File: src/rtl/mv_pkg.sv
// mv_pkg: job-sequencer FSM states and the Controller field widths shared across fixed_mv.
package mv_pkg;
    localparam int MV_WIDTH_BITS = 9;
    localparam int MV_ITER_BITS  = 16;
    typedef enum logic [2:0] {IDLE, LAUNCH, RUN, GAP, REPORT} state_t;
endpackage

File: src/rtl/mv_job_sequencer_if.sv
// mv_job_sequencer_if: host job channel, Controller handshake and result channel of the sequencer.
interface mv_job_sequencer_if #(
    parameter int QDEPTH_LOG2 = 2,
    parameter int WIDTH_BITS  = mv_pkg::MV_WIDTH_BITS,
    parameter int ITER_BITS   = mv_pkg::MV_ITER_BITS,
    parameter int CYC_BITS    = 32
);
    logic                   job_valid;
    logic                   job_ready;
    logic [WIDTH_BITS-1:0]  job_width;
    logic [ITER_BITS-1:0]   job_iteration;
    logic                   abort;
    logic                   running;
    logic [WIDTH_BITS-1:0]  width;
    logic [ITER_BITS-1:0]   iteration;
    logic                   finish;
    logic                   done_valid;
    logic                   done_ready;
    logic [CYC_BITS-1:0]    done_cycles;
    logic                   done_error;
    logic                   busy;
    logic [QDEPTH_LOG2:0]   queue_level;

    modport master (
        output job_valid, job_width, job_iteration, abort, finish, done_ready,
        input  job_ready, running, width, iteration, done_valid, done_cycles, done_error, busy, queue_level
    );
    modport slave (
        input  job_valid, job_width, job_iteration, abort, finish, done_ready,
        output job_ready, running, width, iteration, done_valid, done_cycles, done_error, busy, queue_level
    );
endinterface

File: src/rtl/mv_job_fifo.sv
// mv_job_fifo: first-word-fall-through job FIFO with occupancy output and synchronous flush.
module mv_job_fifo #(
    parameter int DW = 25,
    parameter int AW = 2
) (
    input  logic          clk,
    input  logic          rstn,
    input  logic          flush_i,
    input  logic          push_i,
    input  logic [DW-1:0] data_i,
    input  logic          pop_i,
    output logic [DW-1:0] data_o,
    output logic          empty_o,
    output logic          full_o,
    output logic [AW:0]   level_o
);
    logic [DW-1:0] mem_q [2**AW];
    logic [AW-1:0] wr_q, rd_q;
    logic [AW:0]   lvl_q;
    logic          push, pop;

    assign full_o  = lvl_q[AW];
    assign empty_o = lvl_q == '0;
    assign level_o = lvl_q;
    assign data_o  = mem_q[rd_q];
    // flush outranks both ports, so a push in the flush cycle is lost
    assign push    = push_i && !full_o && !flush_i;
    assign pop     = pop_i && !empty_o && !flush_i;

    always_ff @(posedge clk or negedge rstn) begin
        if (!rstn) begin
            wr_q  <= '0;
            rd_q  <= '0;
            lvl_q <= '0;
        end else if (flush_i) begin
            wr_q  <= '0;
            rd_q  <= '0;
            lvl_q <= '0;
        end else begin
            wr_q  <= wr_q + AW'(push);
            rd_q  <= rd_q + AW'(pop);
            lvl_q <= lvl_q + (AW+1)'(push) - (AW+1)'(pop);
        end
    end

    always_ff @(posedge clk) begin
        if (push) mem_q[wr_q] <= data_i;
    end
endmodule

File: src/rtl/mv_job_sequencer.sv
// mv_job_sequencer: queues mat-vec jobs, runs them one at a time on the Controller
// and reports each job's run-cycle count or error on a single-entry result port.
module mv_job_sequencer
    import mv_pkg::*;
#(
    parameter int QDEPTH_LOG2    = 2,
    parameter int WIDTH_BITS     = MV_WIDTH_BITS,
    parameter int ITER_BITS      = MV_ITER_BITS,
    parameter int CYC_BITS       = 32,
    parameter int GAP_CYCLES     = 2,
    parameter int TIMEOUT_CYCLES = 0
) (
    input logic               clk,
    input logic               rstn,
    mv_job_sequencer_if.slave bus
);
    localparam int GW = $clog2(GAP_CYCLES + 1);

    state_t                          state_q;
    logic                            running_q, done_valid_q, done_error_q;
    logic [WIDTH_BITS-1:0]           width_q;
    logic [ITER_BITS-1:0]            iter_q;
    logic [CYC_BITS-1:0]             cnt_q;
    logic [GW-1:0]                   gap_q;
    logic [WIDTH_BITS+ITER_BITS-1:0] head;
    logic                            empty, full, pop, timeout;

    assign pop     = state_q == IDLE && !empty && !bus.abort;
    assign timeout = TIMEOUT_CYCLES != 0 && cnt_q == CYC_BITS'(TIMEOUT_CYCLES);

    mv_job_fifo #(.DW(WIDTH_BITS + ITER_BITS), .AW(QDEPTH_LOG2)) u_fifo (
        .clk     (clk),
        .rstn    (rstn),
        .flush_i (bus.abort),
        .push_i  (bus.job_valid),
        .data_i  ({bus.job_width, bus.job_iteration}),
        .pop_i   (pop),
        .data_o  (head),
        .empty_o (empty),
        .full_o  (full),
        .level_o (bus.queue_level)
    );

    assign bus.job_ready   = !full;
    assign bus.running     = running_q;
    assign bus.width       = width_q;
    assign bus.iteration   = iter_q;
    assign bus.done_valid  = done_valid_q;
    assign bus.done_cycles = cnt_q;
    assign bus.done_error  = done_error_q;
    assign bus.busy        = state_q != IDLE || !empty;

    // The GAP state is one cycle shorter than GAP_CYCLES (never below one): the REPORT
    // cycle completes the required low time, so back-to-back jobs see GAP_CYCLES+2 low cycles.
    always_ff @(posedge clk or negedge rstn) begin
        if (!rstn) begin
            state_q      <= IDLE;
            running_q    <= 1'b0;
            width_q      <= '0;
            iter_q       <= '0;
            cnt_q        <= '0;
            gap_q        <= '0;
            done_valid_q <= 1'b0;
            done_error_q <= 1'b0;
        end else begin
            case (state_q)
                IDLE: begin
                    if (pop) begin
                        width_q <= head[WIDTH_BITS+ITER_BITS-1:ITER_BITS];
                        iter_q  <= head[ITER_BITS-1:0];
                        state_q <= LAUNCH;
                    end
                end
                LAUNCH: begin
                    if (bus.abort) begin
                        cnt_q        <= '0;
                        done_error_q <= 1'b1;
                        gap_q        <= GW'(GAP_CYCLES - 1);
                        state_q      <= GAP;
                    end else if (width_q == '0 || iter_q == '0) begin
                        cnt_q        <= '0;
                        done_error_q <= 1'b1;
                        done_valid_q <= 1'b1;
                        state_q      <= REPORT;
                    end else begin
                        cnt_q     <= CYC_BITS'(1);
                        running_q <= 1'b1;
                        state_q   <= RUN;
                    end
                end
                RUN: begin
                    if (bus.abort || bus.finish || timeout) begin
                        running_q    <= 1'b0;
                        done_error_q <= bus.abort || !bus.finish;
                        gap_q        <= GW'(GAP_CYCLES - 1);
                        state_q      <= GAP;
                    end else begin
                        cnt_q <= cnt_q + CYC_BITS'(cnt_q != '1);
                    end
                end
                GAP: begin
                    if (gap_q <= GW'(1)) begin
                        done_valid_q <= 1'b1;
                        state_q      <= REPORT;
                    end else begin
                        gap_q <= gap_q - GW'(1);
                    end
                end
                REPORT: begin
                    if (bus.done_ready) begin
                        done_valid_q <= 1'b0;
                        state_q      <= IDLE;
                    end
                end
                default: state_q <= IDLE;
            endcase
        end
    end
endmodule

File: src/flat_wrapper.sv
// flat-port wrapper written by rule: the top's interface ports become plain ports
module mv_job_sequencer_flat import mv_pkg::*;
#(
    parameter int QDEPTH_LOG2    = 2,
    parameter int WIDTH_BITS     = MV_WIDTH_BITS,
    parameter int ITER_BITS      = MV_ITER_BITS,
    parameter int CYC_BITS       = 32,
    parameter int GAP_CYCLES     = 2,
    parameter int TIMEOUT_CYCLES = 0
)
  (clk, rstn, bus_job_valid, bus_job_width, bus_job_iteration, bus_abort, bus_finish, bus_done_ready, bus_job_ready, bus_running, bus_width, bus_iteration, bus_done_valid, bus_done_cycles, bus_done_error, bus_busy, bus_queue_level);
  mv_job_sequencer_if #(.QDEPTH_LOG2(QDEPTH_LOG2), .WIDTH_BITS(WIDTH_BITS), .ITER_BITS(ITER_BITS), .CYC_BITS(CYC_BITS)) bus_i ();
  input logic clk;
  input logic rstn;
  input wire logic [$bits(bus_i.job_valid)-1:0] bus_job_valid;
  input wire logic [$bits(bus_i.job_width)-1:0] bus_job_width;
  input wire logic [$bits(bus_i.job_iteration)-1:0] bus_job_iteration;
  input wire logic [$bits(bus_i.abort)-1:0] bus_abort;
  input wire logic [$bits(bus_i.finish)-1:0] bus_finish;
  input wire logic [$bits(bus_i.done_ready)-1:0] bus_done_ready;
  output wire logic [$bits(bus_i.job_ready)-1:0] bus_job_ready;
  output wire logic [$bits(bus_i.running)-1:0] bus_running;
  output wire logic [$bits(bus_i.width)-1:0] bus_width;
  output wire logic [$bits(bus_i.iteration)-1:0] bus_iteration;
  output wire logic [$bits(bus_i.done_valid)-1:0] bus_done_valid;
  output wire logic [$bits(bus_i.done_cycles)-1:0] bus_done_cycles;
  output wire logic [$bits(bus_i.done_error)-1:0] bus_done_error;
  output wire logic [$bits(bus_i.busy)-1:0] bus_busy;
  output wire logic [$bits(bus_i.queue_level)-1:0] bus_queue_level;
  assign bus_i.job_valid = bus_job_valid;
  assign bus_i.job_width = bus_job_width;
  assign bus_i.job_iteration = bus_job_iteration;
  assign bus_i.abort = bus_abort;
  assign bus_i.finish = bus_finish;
  assign bus_i.done_ready = bus_done_ready;
  assign bus_job_ready = bus_i.job_ready;
  assign bus_running = bus_i.running;
  assign bus_width = bus_i.width;
  assign bus_iteration = bus_i.iteration;
  assign bus_done_valid = bus_i.done_valid;
  assign bus_done_cycles = bus_i.done_cycles;
  assign bus_done_error = bus_i.done_error;
  assign bus_busy = bus_i.busy;
  assign bus_queue_level = bus_i.queue_level;
  mv_job_sequencer #(.QDEPTH_LOG2(QDEPTH_LOG2), .WIDTH_BITS(WIDTH_BITS), .ITER_BITS(ITER_BITS), .CYC_BITS(CYC_BITS), .GAP_CYCLES(GAP_CYCLES), .TIMEOUT_CYCLES(TIMEOUT_CYCLES)) u_core (.clk(clk), .rstn(rstn), .bus(bus_i));
endmodule
File: config.mk
export PLATFORM = sky130hd
export DESIGN_NAME = mv_job_sequencer_flat
export DESIGN_NICKNAME = d
export VERILOG_FILES = /design/src/rtl/mv_pkg.sv /design/src/rtl/mv_job_sequencer_if.sv /design/src/rtl/mv_job_fifo.sv /design/src/rtl/mv_job_sequencer.sv /design/src/flat_wrapper.sv
export SDC_FILE = /design/constraint.sdc
export NUM_CORES = 1
export LEC_CHECK = 0
export ABC_AREA = 0
export BUFFER_PORTS_ARGS = -buffer_cell sky130_fd_sc_hd__buf_2
export CORE_MARGIN = 4
export CORE_UTILIZATION = 40
export DETAILED_ROUTE_END_ITERATION = 7
export GPL_TIMING_DRIVEN = 1
export PLACE_DENSITY_LB_ADDON = 0.15
export SKIP_CTS_REPAIR_TIMING = 1
export SKIP_LAST_GASP = 1
export SLEW_MARGIN = 20
export SYNTH_ARGS = -nofsm -noshare
export SYNTH_HDL_FRONTEND = slang
export SYNTH_SLANG_ARGS = --single-unit
File: constraint.sdc
create_clock -name clk -period 5.4 [get_ports clk]
set_clock_uncertainty 0.15 [all_clocks]
set_input_delay 1.08 -clock clk [delete_from_list [all_inputs] [get_ports clk]]
set_output_delay 1.08 -clock clk [all_outputs]
set_load 0.01 [all_outputs]
# Word-level counts from Yosys, hierarchy flattened
# Memories as Yosys holds them, arrays and structs flattened. A register that Yosys moved wholly into a read port is not among the register bits.
# Index checks and enable logic that the tools add are counted.
# classes
add_sub_neg	6
n_lt_le_gt_ge	1
eq_ne	16
n_mux	32
reduce_logical	30
# ops
op	count
2-to-1 mux 32 bit	2
case mux 32 bit (2 select lines)	1
adder 32 x 1 -> 32 bit	1
!= test 32 bit, second input constant	1
2-to-1 mux 3 bit	7
zero test 16 bit	1
case mux 3 bit (5 select lines)	1
!= test 2 bit, second input constant	7
2-to-1 mux 1 bit	12
AND reduction 4 bit	3
2-to-1 mux 2 bit	5
zero test 9 bit	1
nonzero test 3 bit	3
== test 3 x 2 -> 1 bit, second input constant	2
logical AND 1 bit	6
zero test 3 bit	2
!= test 2 x 1 -> 1 bit, second input constant	3
case mux 2 bit (3 select lines)	1
zero test 1 bit	5
AND reduction 5 bit	1
adder 2 x 1 -> 2 bit	2
logical OR 1 bit	4
case mux 1 bit (2 select lines)	2
AND reduction 2 bit	2
other kinds (10)	10
# word_totals
ff_bits	47
ramBits	100
wordCells	95
memories	1
# mem_list
name	words	word_bits	read_ports	rd_clocked_by_memory_dff	wr	line	text
u_core.u_fifo.mem_q	4	25	1	1	1	mv_job_fifo.sv:17	logic [DW-1:0] mem_q [2**AW];

# Logic depth before layout (Yosys ltp)
# Gate-level depths: netlist (run 1).
# logic_depth
ltp_word	8
mapped_depth	12

# Modules after synthesis
# From an unflattened synthesis (run 1), not the netlist that was laid out.
# unflattened
cells_unflattened	513
area_unflattened_um2	7244.4
# by_module_without_submodules
mod	instances	cells_each	area_per_inst_um2	seq_area_each_um2
mv_job_fifo	1	166	4120.2	3178.0
mv_job_sequencer	1	347	3124.2	1626.6

# Worst setup path before layout (run 1)
# OpenSTA, ideal clock, no wires.
# synth_path
path_kind	in2reg
startpoint	input bus_abort
endpoint	memory u_core.u_fifo.mem_q[0][0], enable pin
setup_time_ns	0.438
arrival_time_ns	3.188
path_slack_ns	1.624
cell_stages	4
cell_sequence	clkbuf_1 > nor2_1 > nand2_1 > nor3_1
# synth_via
elab_chain_len	4
# synth_lines
element	line	text
from (decl)	flat_wrapper.sv:18	input wire logic [$bits(bus_i.abort)-1:0] bus_abort;
zero test 1 bit	mv_job_fifo.sv:27	assign push = push_i && !full_o && !flush_i;
logical AND 1 bit	mv_job_fifo.sv:27	
2-to-1 mux 1 bit	mv_job_fifo.sv:47	if (push) mem_q[wr_q] <= data_i;
2-to-1 mux 1 bit (implied by the code)	mv_job_fifo.sv:47	
to (decl)	mv_job_fifo.sv:17	
# Every way passes these cells.

# Worst setup path in the final report (run 1)
# layout_path
startpoint	register u_core.cnt_q[13], in the netlist u_core.bus.done_cycles[13]
endpoint	register u_core.cnt_q[18], in the netlist u_core.bus.done_cycles[18]
# layout_via
elab_chain_len	4
# layout_lines
element	line	text
from (decl)	mv_job_sequencer.sv:23	logic [CYC_BITS-1:0] cnt_q;
from (signal assigned)	mv_job_sequencer.sv:98	cnt_q <= cnt_q + CYC_BITS'(cnt_q != '1);
!= test 32 bit	mv_job_sequencer.sv:98	
adder 32 x 1 -> 32 bit (*)	mv_job_sequencer.sv:98	
2-to-1 mux 32 bit (*)	mv_job_sequencer.sv:92	if (bus.abort || bus.finish || timeout) begin
case mux 32 bit (2 select lines) (*)	mv_job_sequencer.sv:66	case (state_q)
# Every way passes the cells marked *; elsewhere a longest branch is shown, timed or not. The select of a mux whose other input is x is not followed.
# A chain may end at the register's enable or synchronous reset.

==> impl_metrics.env, run 1 <==
export IMPL_syn_nets=536
export IMPL_hp_class="flop to flop"
export IMPL_initial_utilization_pct=40.7
export IMPL_antenna_found_initial=0
export IMPL_grt_total_usage_pct=16.8
export IMPL_ant_nets=0
export IMPL_die_y_um=143
export IMPL_met2_length_mm=8.07
export IMPL_period_share_pct=66.2
export IMPL_place_ws_ns=1.86
export IMPL_period_minus_slack_ns=3.57
export IMPL_slew_headroom_pct=28.8
export IMPL_cp_end_kind="flop"
export IMPL_grt_max_degree=73
export IMPL_fin_ws_ns=1.83
export IMPL_yosys_most_used_dff="edfxtp_1"
export IMPL_clkTransAtPathRegs_ns=0.07
export IMPL_ir_drop_mv=0.362
export IMPL_async_flop_share_pct=41.9
export IMPL_yosys_register_bits=172
export IMPL_insertedDiodeCount=0
export IMPL_num_rows=49
export IMPL_grt_pass1_vias=4755
export IMPL_critPathArrivalTime_ns=3.78
export IMPL_post_drt_wl_per_cell_um=19.3
export IMPL_critPathLaunchType="flop"
export IMPL_syn_avg_cell_area_sq_um=14.7
export IMPL_netlist_area_leader_share_pct=41.0
export IMPL_port_buffers=95
export IMPL_routed_wl_mm=16.2
export IMPL_fmax_mhz=280
export IMPL_place_inst=804
export IMPL_viasPerCell=5.48
export IMPL_n_fill_cell=1594
export IMPL_dieArea_sq_mm=0.0205
export IMPL_cp_required_ns=5.61
export IMPL_rsz0062_at_grt="no"
export IMPL_cts_tree="yes"
export IMPL_drv_slew=0
export IMPL_synth_area_leaders="edfxtp_1 41%, dfrtp_1 25%, mux4_2 7.7%"
export IMPL_clock_sinks=172
export IMPL_drive_gt1_share_pct=32.8
export IMPL_critPathMaxFanout=13
export IMPL_top_layer_used="met4"
export IMPL_place_area_sq_mm=0.00805
export IMPL_firstDrtPassIters=7
export IMPL_p_leak_nw=3.31
export IMPL_wl_met3_um=973
export IMPL_core_area_sq_mm=0.0180
export IMPL_cts_buffers=17
export IMPL_drt_met1_wl_mm=6.89
export IMPL_finalSetupViolations=0
export IMPL_first_iter_violations=257
export IMPL_cts_root_buffer="clkbuf_16"
export IMPL_clock_latency_ns=0.43
export IMPL_clk_path_buf_depth=2
export IMPL_synth_edf_count=100
export IMPL_maxCapViolations=0
export IMPL_yosysUniqueCellTypes=52
export IMPL_yosysSeqAreaShare_pct=65.6
export IMPL_grt_pass1_wl_mm=26.3
export IMPL_nets=633
export IMPL_num_vias=4584
export IMPL_syn2layout_area_growth_pct=17.5
export IMPL_worstMarginPinSlew_ns=1.07
export IMPL_syn_area_sq_mm=0.00732
export IMPL_finalHoldViolations=0
export IMPL_synth_top_cell_by_area="edfxtp_1"
export IMPL_yosysWarningCount=0
export IMPL_globalplace_congestion=0.822
export IMPL_drc=0
export IMPL_syn_inst=497
export IMPL_die_w_um=143
export IMPL_path_class="flop to flop"
export IMPL_finalSetupTns_ns=0
export IMPL_status="finished clean"
export IMPL_stdcell_count=836
export IMPL_overflow=0
export IMPL_dp_hpwl_mm=10.4
export IMPL_powerDensity_mw_per_mm2=438
export IMPL_io_pins=96
export IMPL_final_area_sq_mm=0.00860
export IMPL_htreeDepth=4
## path summary, 6_finish.rpt
kind	startpoint	endpoint	slack, ns	cells past startpoint
min in group asynchronous	rstn	u_core.bus.done_valid	0.67	1
setup reg to reg	u_core.bus.done_cycles[13]	u_core.bus.done_cycles[18]	1.83	8
hold reg to reg	u_core.bus.done_valid	u_core.bus.done_valid	0.35	2
max in group asynchronous	rstn	u_core.u_fifo.rd_q[0]	3.77	1
setup / recovery	u_core.bus.done_cycles[13]	u_core.bus.done_cycles[18]	1.83	8
hold / removal	u_core.bus.done_valid	u_core.bus.done_valid	0.35	2
## cells by family after synthesis
group                      Yosys count  synth area share [%]
and+or+nand+nor                    149                  11.1
xor gates and xnor gates            13                  1.56
adders and majority gates            8                  1.47
buffers and inverters               37                  1.98
muxes                               60                  12.9
AOI/OAI and AO/OA                   58                  5.28
DFF                                172                  65.6
## layer usage
layer	vias to the layer above	track usage, %
met3	18	4.86
met5	-	0
li1	2107	-
met1	2345	21.3
met2	114	28.0
met4	0	5.25
## cell type report
class | count | area [sq um] | area share [%]
flip-flops and latches | 172 | 4810 | 55.9
clock buffers | 20 | 447 | 5.20
repair buffers | 102 | 531 | 6.17
multi-input cells | 288 | 2380 | 27.7
clock inverters | 12 | 98.8 | 1.15
inverters | 13 | 48.8 | 0.568
well taps | 229 | 287 | 3.33
## cells in the mapped netlist, types with 3 or more instances
cell	count
nand3_1	19
ha_1	7
mux2_2	26
a21oi_1	16
a31oi_1	3
a211oi_1	4
and3_1	7
mux4_2	25
nand2_1	28
xor2_1	5
clkbuf_1	19
nor4_1	16
or4_1	10
mux2i_1	9
inv_1	13
nor2b_1	7
nor2_1	22
xnor2_1	8
dfrtp_1	72
o31ai_1	9
o21ai_0	11
nor3_1	8
edfxtp_1	100
nand4_1	9
or2_2	9
## through the flow
step / power, mW / hold WS (ns) / util (%)
detailed placement: 2.67 / 0.332 / 44.8
global placement: 2.65 / 0.337 / 44.8
global route: 3.99 / 0.412 / 47.9
floorplan: 2.33 / 0.360 / -
finish: 3.77 / 0.348 / 47.9
CTS: 3.82 / 0.347 / 47.9
## cells in the final DEF (no fill, tap or decap), types with 3 or more instances in the layout
cell type,netlist,routed
a211oi_1,4,4
a21oi_1,16,16
a31oi_1,3,3
and3_1,7,7
buf_2,2,94
buf_4,1,8
clkbuf_16,0,17
dfrtp_1,72,71
edfxtp_1,100,100
ha_1,7,7
inv_1,13,13
inv_6,0,6
mux2_2,26,26
mux2i_1,9,9
mux4_2,25,25
nand2_1,28,28
nand3_1,19,19
nand4_1,9,9
nor2_1,22,20
nor2b_1,7,7
nor3_1,8,7
nor4_1,16,16
o21ai_0,11,11
o31ai_1,9,9
or2_2,9,9
or4_1,10,10
xnor2_1,8,8
xor2_1,5,5
## where the power goes
group / internal [mW] / switching, mW
Sequential: 1.57 / 0.208
Clock: 0.612 / 0.536
Combinational: 0.423 / 0.420
## registers in the layout, summed over array words and instances (netlist names), 3 cells and up
signal,cells
u_core.u_fifo.mem_q,100
u_core.bus.done_cycles,32
u_core.bus.iteration,16
u_core.bus.width,9
u_core.state_q,3
u_core.u_fifo.level_o,3
## critical path, stage by stage, from the launching register on
cell and delay [ns]:
dfrtp_1 0.43, nand4_1 0.26, or4_1 0.74, or4_1 0.59, ha_1 0.24, and3b_1 0.22
o2111ai_1 0.49, o21ai_0 0.22, a21oi_1 0.16
Power figures use the tool's default switching activity.
==> run 2, diff against run 1 <==
Clock period 5.4 ns to 3.5 ns, I/O delays scaled along.
==> run 2 against run 1 <==
Effect of this change:
- power up 57%
- design area grew 1.1%
- non-clock buffer count rose by 8
- critical path depth is the same
- largest cell class unchanged
- die area is the same
- clock power up 60%
- sequential cell count stayed put
- sequential power up 52%
- hold slack worse by 0.18 ns
- final cell count grew 0.96%
==> impl_metrics.env, run 2 (same netlist as run 1, synthesis figures left out) <==
export IMPL_finalSetupTns_ns=0
export IMPL_final_area_sq_mm=0.00869
export IMPL_syn2layout_area_growth_pct=18.8
export IMPL_io_pins=96
export IMPL_drive_gt1_share_pct=34.0
export IMPL_cts_root_buffer="clkbuf_16"
export IMPL_multiInputGateArea_sq_mm=0.00238
export IMPL_first_iter_violations=232
export IMPL_hp_class="input port to asynchronous set/reset pin"
export IMPL_ir_drop_mv=0.361
export IMPL_nets=641
export IMPL_drv_slew=0
export IMPL_num_vias=4603
export IMPL_globalplace_congestion=0.844
export IMPL_p_comb_share_pct=23.1
export IMPL_p_leak_nw=3.36
export IMPL_num_rows=49
export IMPL_grt_total_usage_pct=16.9
export IMPL_grt_pass1_vias=4879
export IMPL_core_area_sq_mm=0.0180
export IMPL_place_area_sq_mm=0.00811
export IMPL_swShare_pct=30.7
export IMPL_r2r_end="u_core.bus.done_cycles[28]"
export IMPL_period_minus_slack_ns=3.11
export IMPL_insertedDiodeCount=0
export IMPL_layout_common_cells="100 x edfxtp_1, 94 x buf_2, 71 x dfrtp_1"
export IMPL_n_fill_cell=1603
export IMPL_clkTransAtPathRegs_ns=0.07
export IMPL_internal_power_mw=4.10
export IMPL_powerDensity_mw_per_mm2=680
export IMPL_final_common_cell="edfxtp_1"
export IMPL_status="finished clean"
export IMPL_slew_headroom_pct=39.0
export IMPL_grt_max_degree=73
export IMPL_die_w_um=143
export IMPL_rsz0062_at_grt="no"
export IMPL_port_buffers=95
export IMPL_cp_required_ns=3.65
export IMPL_critPathLaunchType="flop"
export IMPL_p_switching_mw=1.82
export IMPL_whs_ns=0.163
export IMPL_dieArea_sq_mm=0.0205
export IMPL_antenna_found_initial=1
export IMPL_ant_nets=0
export IMPL_clock_latency_ns=0.42
export IMPL_clock_power_share_pct=31.1
export IMPL_cts_tree="yes"
export IMPL_power_share_sequential_pct=45.8
export IMPL_final_util_pct=48.4
export IMPL_r2r_cells=8
export IMPL_grt_pass1_wl_mm=26.5
export IMPL_post_drt_wl_per_cell_um=19.1
export IMPL_clk_path_buf_depth=2
export IMPL_worstMarginPinSlew_ns=0.915
export IMPL_critPathArrivalTime_ns=3.26
export IMPL_largest_reg_flops=100
export IMPL_dp_hpwl_mm=10.5
export IMPL_firstDrtPassIters=4
export IMPL_ff_latch_area_sq_mm=0.00481
export IMPL_die_y_um=143
export IMPL_viasPerCell=5.45
export IMPL_critPathMaxFanout=7
export IMPL_htreeDepth=4
export IMPL_initial_utilization_pct=40.7
export IMPL_largest_register="u_core.u_fifo.mem_q"
export IMPL_drc=0
export IMPL_cp_end_kind="flop"
export IMPL_overflow=0
export IMPL_clock_sinks=172
export IMPL_period_share_pct=88.8
export IMPL_path_class="flop to flop"
export IMPL_cts_buffers=17
export IMPL_finalHoldViolations=0
export IMPL_fmax_mhz=322
export IMPL_r2r_slack_ns=0.39
export IMPL_routed_wl_mm=16.1
export IMPL_r2r_start="u_core.bus.done_cycles[16]"
export IMPL_finalSetupViolations=0
export IMPL_maxCapViolations=0
[run 2: layer usage]
layer / wire, um / track usage [%] / up-vias
li1: - / - / 2131
met1: 6870 / 21.3 / 2349
met2: 8160 / 28.8 / 103
met3: 881 / 4.72 / 18
met4: 181 / 4.61 / 2
met5: 7 / 0 / -
[run 2: worst max path at each step]
stage          slack, ns  cells after the start                        from                    endpoint
6_report            0.39                      8  u_core.bus.done_cycles[16]  u_core.bus.done_cycles[28]
3_3_place_gp        0.53                      8  u_core.bus.done_cycles[15]  u_core.bus.done_cycles[26]
2_1_floorplan       0.10                      4                   bus_abort   u_core.u_fifo.mem_q[0][0]
5_1_grt             0.18                      8  u_core.bus.done_cycles[16]  u_core.bus.done_cycles[30]
3_5_place_dp        0.42                      8  u_core.bus.done_cycles[16]  u_core.bus.done_cycles[28]
4_1_cts             0.39                      8  u_core.bus.done_cycles[16]  u_core.bus.done_cycles[28]
[run 2: critical path: stages, from the launching register on]
cell and delay, ns:
dfrtp_1 0.44, nand3_1 0.19, or4_1 0.57, or4_1 0.58, ha_1 0.23, and3b_1 0.22
o21ai_1 0.33, nor4_1 0.13, mux2i_1 0.15
[run 2: area by class of cell]
| class | count | area share [%] |
|---|---|---|
| Timing Repair Buffer | 110 | 6.84 |
| Tap cell | 229 | 3.30 |
| Multi-Input combinational cell | 288 | 27.4 |
| Inverter | 13 | 0.561 |
| Clock inverter | 15 | 1.77 |
| Sequential cell | 172 | 55.3 |
| Clock buffer | 17 | 4.89 |
[run 2: through the flow]
stage	setup WS, ns	total power, mW	instances
2_1_floorplan	0.104	3.59	497
3_3_place_gp	0.525	4.12	812
4_1_cts	0.391	6.00	844
3_5_place_dp	0.416	4.15	812
6_report	0.391	5.92	844
5_1_grt	0.185	6.27	844
[run 2: power groups by stage]
stage / clock network [mW] / logic (mW) / registers [mW]
finish: 1.84 / 1.37 / 2.71
global route: 1.98 / 1.53 / 2.77
CTS: 1.88 / 1.40 / 2.72
detailed placement: 0 / 1.39 / 2.76
global placement: 0 / 1.36 / 2.76
floorplan: 0 / 0.881 / 2.71
